==> config.mk <==
export PLATFORM = sky130hd
export DESIGN_NAME = sbus_frame_decoder
export DESIGN_NICKNAME = d
export VERILOG_FILES = /design/src/rtl/sbus_frame_decoder.sv
export SDC_FILE = /design/constraint.sdc
export NUM_CORES = 1
export LEC_CHECK = 0
export ABC_AREA = 1
export BUFFER_PORTS_ARGS = -buffer_cell sky130_fd_sc_hd__buf_2
export CORE_MARGIN = 5
export CORE_UTILIZATION = 62
export DETAILED_ROUTE_END_ITERATION = 6
export GPL_ROUTABILITY_DRIVEN = 0
export PLACE_DENSITY = 0.85
export SLEW_MARGIN = 20
export SYNTH_ARGS = -nofsm -noshare
export SYNTH_HDL_FRONTEND = slang
export SYNTH_SLANG_ARGS = --single-unit
==> constraint.sdc <==
create_clock -name clk_i -period 5.8 [get_ports clk_i]
set_input_delay 0.87 -clock clk_i [delete_from_list [all_inputs] [get_ports clk_i]]
set_output_delay 0.87 -clock clk_i [all_outputs]
set_load 0.02 [all_outputs]
==> src/rtl/sbus_frame_decoder.sv <==
// S-Bus frame decoder: 25-byte frames -> 16x11-bit channels, flags, valid/error strobes.
// Latency 1 cycle after the footer strobe; no backpressure, bytes arrive as one-cycle strobes.
module sbus_frame_decoder #(
  parameter int GAP_TICKS = 50000,
  parameter int CNT_W     = 8
) (
  input  logic             clk_i,
  input  logic             rst_ni,
  input  logic [7:0]       data_i,
  input  logic             rdy_i,
  input  logic             err_i,
  output logic [175:0]     channels_o,
  output logic             ch17_o,
  output logic             ch18_o,
  output logic             frame_lost_o,
  output logic             failsafe_o,
  output logic             valid_o,
  output logic             frame_err_o,
  output logic [CNT_W-1:0] err_cnt_o
);

  localparam int TW = $clog2(GAP_TICKS + 1);

  typedef enum logic [1:0] {
    S_HEADER,
    S_PAYLOAD,
    S_FOOTER
  } state_t;

  state_t           state_q;
  logic [TW-1:0]    timer_q;
  logic [21:0][7:0] pay_q;
  logic [3:0]       flags_q;
  logic [4:0]       idx_q;
  logic             gap;
  logic             footer_ok;

  assign gap = (timer_q == TW'(GAP_TICKS));

  always_comb begin
    footer_ok = 1'b0;
    case (data_i)
      8'h00, 8'h04, 8'h14, 8'h24, 8'h34: footer_ok = 1'b1;
      default:                           footer_ok = 1'b0;
    endcase
  end

  always_ff @(posedge clk_i or negedge rst_ni) begin
    if (!rst_ni) begin
      state_q      <= S_HEADER;
      timer_q      <= TW'(GAP_TICKS);
      pay_q        <= '0;
      flags_q      <= '0;
      idx_q        <= '0;
      channels_o   <= '0;
      ch17_o       <= 1'b0;
      ch18_o       <= 1'b0;
      frame_lost_o <= 1'b0;
      failsafe_o   <= 1'b0;
      valid_o      <= 1'b0;
      frame_err_o  <= 1'b0;
      err_cnt_o    <= '0;
    end else begin
      valid_o     <= 1'b0;
      frame_err_o <= 1'b0;

      if (rdy_i)     timer_q <= '0;
      else if (!gap) timer_q <= timer_q + TW'(1);

      // A UART error drops any partial frame; only an interrupted frame is counted.
      if (err_i) begin
        state_q <= S_HEADER;
        idx_q   <= '0;
        if (state_q != S_HEADER) begin
          frame_err_o <= 1'b1;
          if (err_cnt_o != '1) err_cnt_o <= err_cnt_o + CNT_W'(1);
        end
      end else begin
        case (state_q)
          S_HEADER: begin
            if (rdy_i && data_i == 8'h0F && gap) begin
              state_q <= S_PAYLOAD;
              idx_q   <= '0;
            end
          end
          S_PAYLOAD: begin
            if (rdy_i) begin
              idx_q <= idx_q + 5'd1;
              if (idx_q == 5'd22) begin
                flags_q <= data_i[3:0];
                state_q <= S_FOOTER;
              end else begin
                pay_q[idx_q] <= data_i;
              end
            end else if (gap) begin
              state_q     <= S_HEADER;
              idx_q       <= '0;
              frame_err_o <= 1'b1;
              if (err_cnt_o != '1) err_cnt_o <= err_cnt_o + CNT_W'(1);
            end
          end
          S_FOOTER: begin
            if (rdy_i) begin
              state_q <= S_HEADER;
              idx_q   <= '0;
              if (footer_ok) begin
                channels_o   <= pay_q;
                ch17_o       <= flags_q[0];
                ch18_o       <= flags_q[1];
                frame_lost_o <= flags_q[2];
                failsafe_o   <= flags_q[3];
                valid_o      <= 1'b1;
              end else begin
                frame_err_o <= 1'b1;
                if (err_cnt_o != '1) err_cnt_o <= err_cnt_o + CNT_W'(1);
              end
            end else if (gap) begin
              state_q     <= S_HEADER;
              idx_q       <= '0;
              frame_err_o <= 1'b1;
              if (err_cnt_o != '1) err_cnt_o <= err_cnt_o + CNT_W'(1);
            end
          end
          default: begin
            state_q <= S_HEADER;
            idx_q   <= '0;
          end
        endcase
      end
    end
  end

endmodule
==> out/qor.txt <==
DRC viols = 0
Share of synthesized flip-flops with an asynchronous set or reset = 100%
All-Layer GR Usage = 27.2%
Seq cells post-synth = 393
CTS resizes = 0
Hold_buf cts = 0
Crit path DAT = 3.72 ns
Die width = 168 µm
Post-synth top flop = dfrtp_1
Mapped Cells = 1,674
Status = completed
Critical path startpoint category = input port
Most common cell after layout, fill and taps aside = nand2_1
DRT Wirelength = 37.8 mm
Syn Nets = 1,697
Hold_ws = 0.366 ns
Clk sink count = 393
CTS tree = done
Synthesized area per cell = 9.19 µm²
Most frequent cells in the layout = 739 x nand2_1, 387 x dfrtp_1, 200 x buf_2, 199 x o21ai_0, 83 x inv_1
Diodes inserted = 0
Max Freq = 306 MHz
Nets = 1,863
Fin. Hold Viols = 0
Post-Syn Area = 15,400 µm²
Clock-pin slew on the worst setup and hold paths = 0.06 ns
Power per cell area = 334 nW/µm²
Layout cells sized above 1 = 15.7%
Area delta synth->final = 14.7%
Worst Clk Skew = 0.0189 ns
GRT overflow = 0
Fillers = 1,695
Unrepaired setup endpoints after global routing = false
Seq/Total Area, Yosys = 64.0%
Max Slew Vio Count = 0
Detailed Place HPWL = 23.5 mm
Per-cell routed wire length = 17.3 µm
Initial DRC count = 1,210
Initial Util = 63.1%
CTS root buffer = clkbuf_16
Relative slew slack = 30.2%
Clock latency on the worst-skew pair = 0.52 ns
Final Setup Violations = 0
Crit path time final = 3.27 ns
CP Max Fanout = 97
First-pass GRT wire length = 62.7 mm
FP Rows = 57
Top-Level Pins = 202
Leak pwr = 9.70 nW
Max-Cap Viols = 0
Maximum buffer depth of the clock tree = 3
Worst-Margin Slew = 1.05 ns
Die footprint = 28,100 µm²
Hold Crit Class = input port to async pin
Setup TNS = 0 ns
Initial antenna violation count = 1
CTS Buf Count = 39
Largest net degree at the start of global routing = 154
Tot Pwr = 5.89 mW
Core ar. = 24,400 µm²
I/O Buffers = 201
Tcrit/Tclk final = 56.4%
Critical path class = input port to register
Die H = 168 µm
Setup Buffers After CTS = 0
Maximum VDD drop = 0.000278 V
DR vias = 12,129
Post-route ant nets = 0
Worst EP required = 6.24 ns
Drt pass-1 iters = 5
Post-synth EDFFs = 0
Vias in the first global route = 12,036
H-tree depth = 2
CP endpoint kind = register
Ys Warns = 0
Synth unique cells = 35
Vias per inst = 5.53
[where the power goes]
group / leakage, nW / internal [mW] / switching [mW]
clock network: 0.594 / 1.35 / 1.03
registers: 5.26 / 2.87 / 0.0984
logic: 3.85 / 0.159 / 0.394
total: 9.70 / 4.37 / 1.52
[routing by layer]
| layer | global-route usage, % | wire length, µm | vias to the layer above |
|---|---|---|---|
| li1 | - | - | 5585 |
| met1 | 37.0 | 15600 | 5961 |
| met2 | 44.4 | 18300 | 482 |
| met3 | 5.47 | 2660 | 99 |
| met4 | 9.60 | 1290 | 2 |
| met5 | 0 | 13 | - |
[through the flow]
step,std cells,setup WS (ns),util [%],instance area [µm²]
floorplan,1674,3.57,-,15400
global placement,2123,2.20,67.5,16500
detailed placement,2123,2.09,67.5,16500
CTS,2192,2.55,72.3,17600
global route,2192,2.34,72.3,17600
finish,2192,2.53,72.3,17600
[final timing paths]
check / startpoint / endpoint / slack (ns) / depth (start not counted)
min in group clk_i: pay_q[163]$_DFFE_PN0P_ / channels_o[163]$_DFFE_PN0P_ / 0.47 / 2
worst min register to register: pay_q[163]$_DFFE_PN0P_ / channels_o[163]$_DFFE_PN0P_ / 0.47 / 2
worst max-delay path: data_i[2] / channels_o[116]$_DFFE_PN0P_ / 2.53 / 7
worst min-delay path: rst_ni / channels_o[118]$_DFFE_PN0P_ / 0.37 / 1
worst max register to register: state_q[0]$_DFFE_PN0P_ / channels_o[60]$_DFFE_PN0P_ / 2.86 / 9
max in group asynchronous: rst_ni / timer_q[2]$_DFFE_PN0P_ / 4.17 / 2
[layout make-up]
cell class	count	area (µm²)	share of cell area (%)
well taps	324	405	2.30
repair buffers	208	1090	6.20
inverters	87	329	1.87
flip-flops and latches	393	9840	55.8
multi-input cells	1111	4780	27.1
clock buffers	57	1120	6.37
clock inverters	12	66.3	0.376
[Yosys cell counts, types with 11 or more instances]
master    count  area share [%]
a21oi_1      15            0.49
nand2_1     739              18
nand3_1      36             1.2
o21ai_1      16            0.52
o21ai_0     199             6.5
dfrtp_1     387              63
inv_1        83             2.0
clkbuf_1     28            0.68
ha_1         11            0.89
nor3_1       11            0.36
buf_2        36             1.2
nor2_1       43             1.0
[critical path, stage by stage]
cell and delay (ns):
buf_2 0.14, inv_1 0.57, o21ai_0 0.39, nand3_4 0.52
buf_4 0.81, nand2_1 0.15, nand2_1 0.13
[cells by family (layout without fill, tap and decap cells)]
kind of cell | count (synthesis) | in the layout | share of synthesized area, %
buffers and inverters | 170 | 364 | 5.04
AOI/OAI and AO/OA | 244 | 244 | 8.23
and+or+nand+nor | 853 | 853 | 21.7
adders and majority gates | 11 | 11 | 0.894
DFF | 393 | 393 | 64.0
xor gates and xnor gates | 3 | 3 | 0.171
[flip-flops by register name, summed over array words and instances (netlist names), 2 cells and up]
| name | count |
|---|---|
| pay_q | 176 |
| timer_q | 16 |
| err_cnt_o | 8 |
| channels_o | 176 |
| flags_q | 4 |
| idx_q | 5 |
| state_q | 2 |
(Power assumes the default switching activity.)
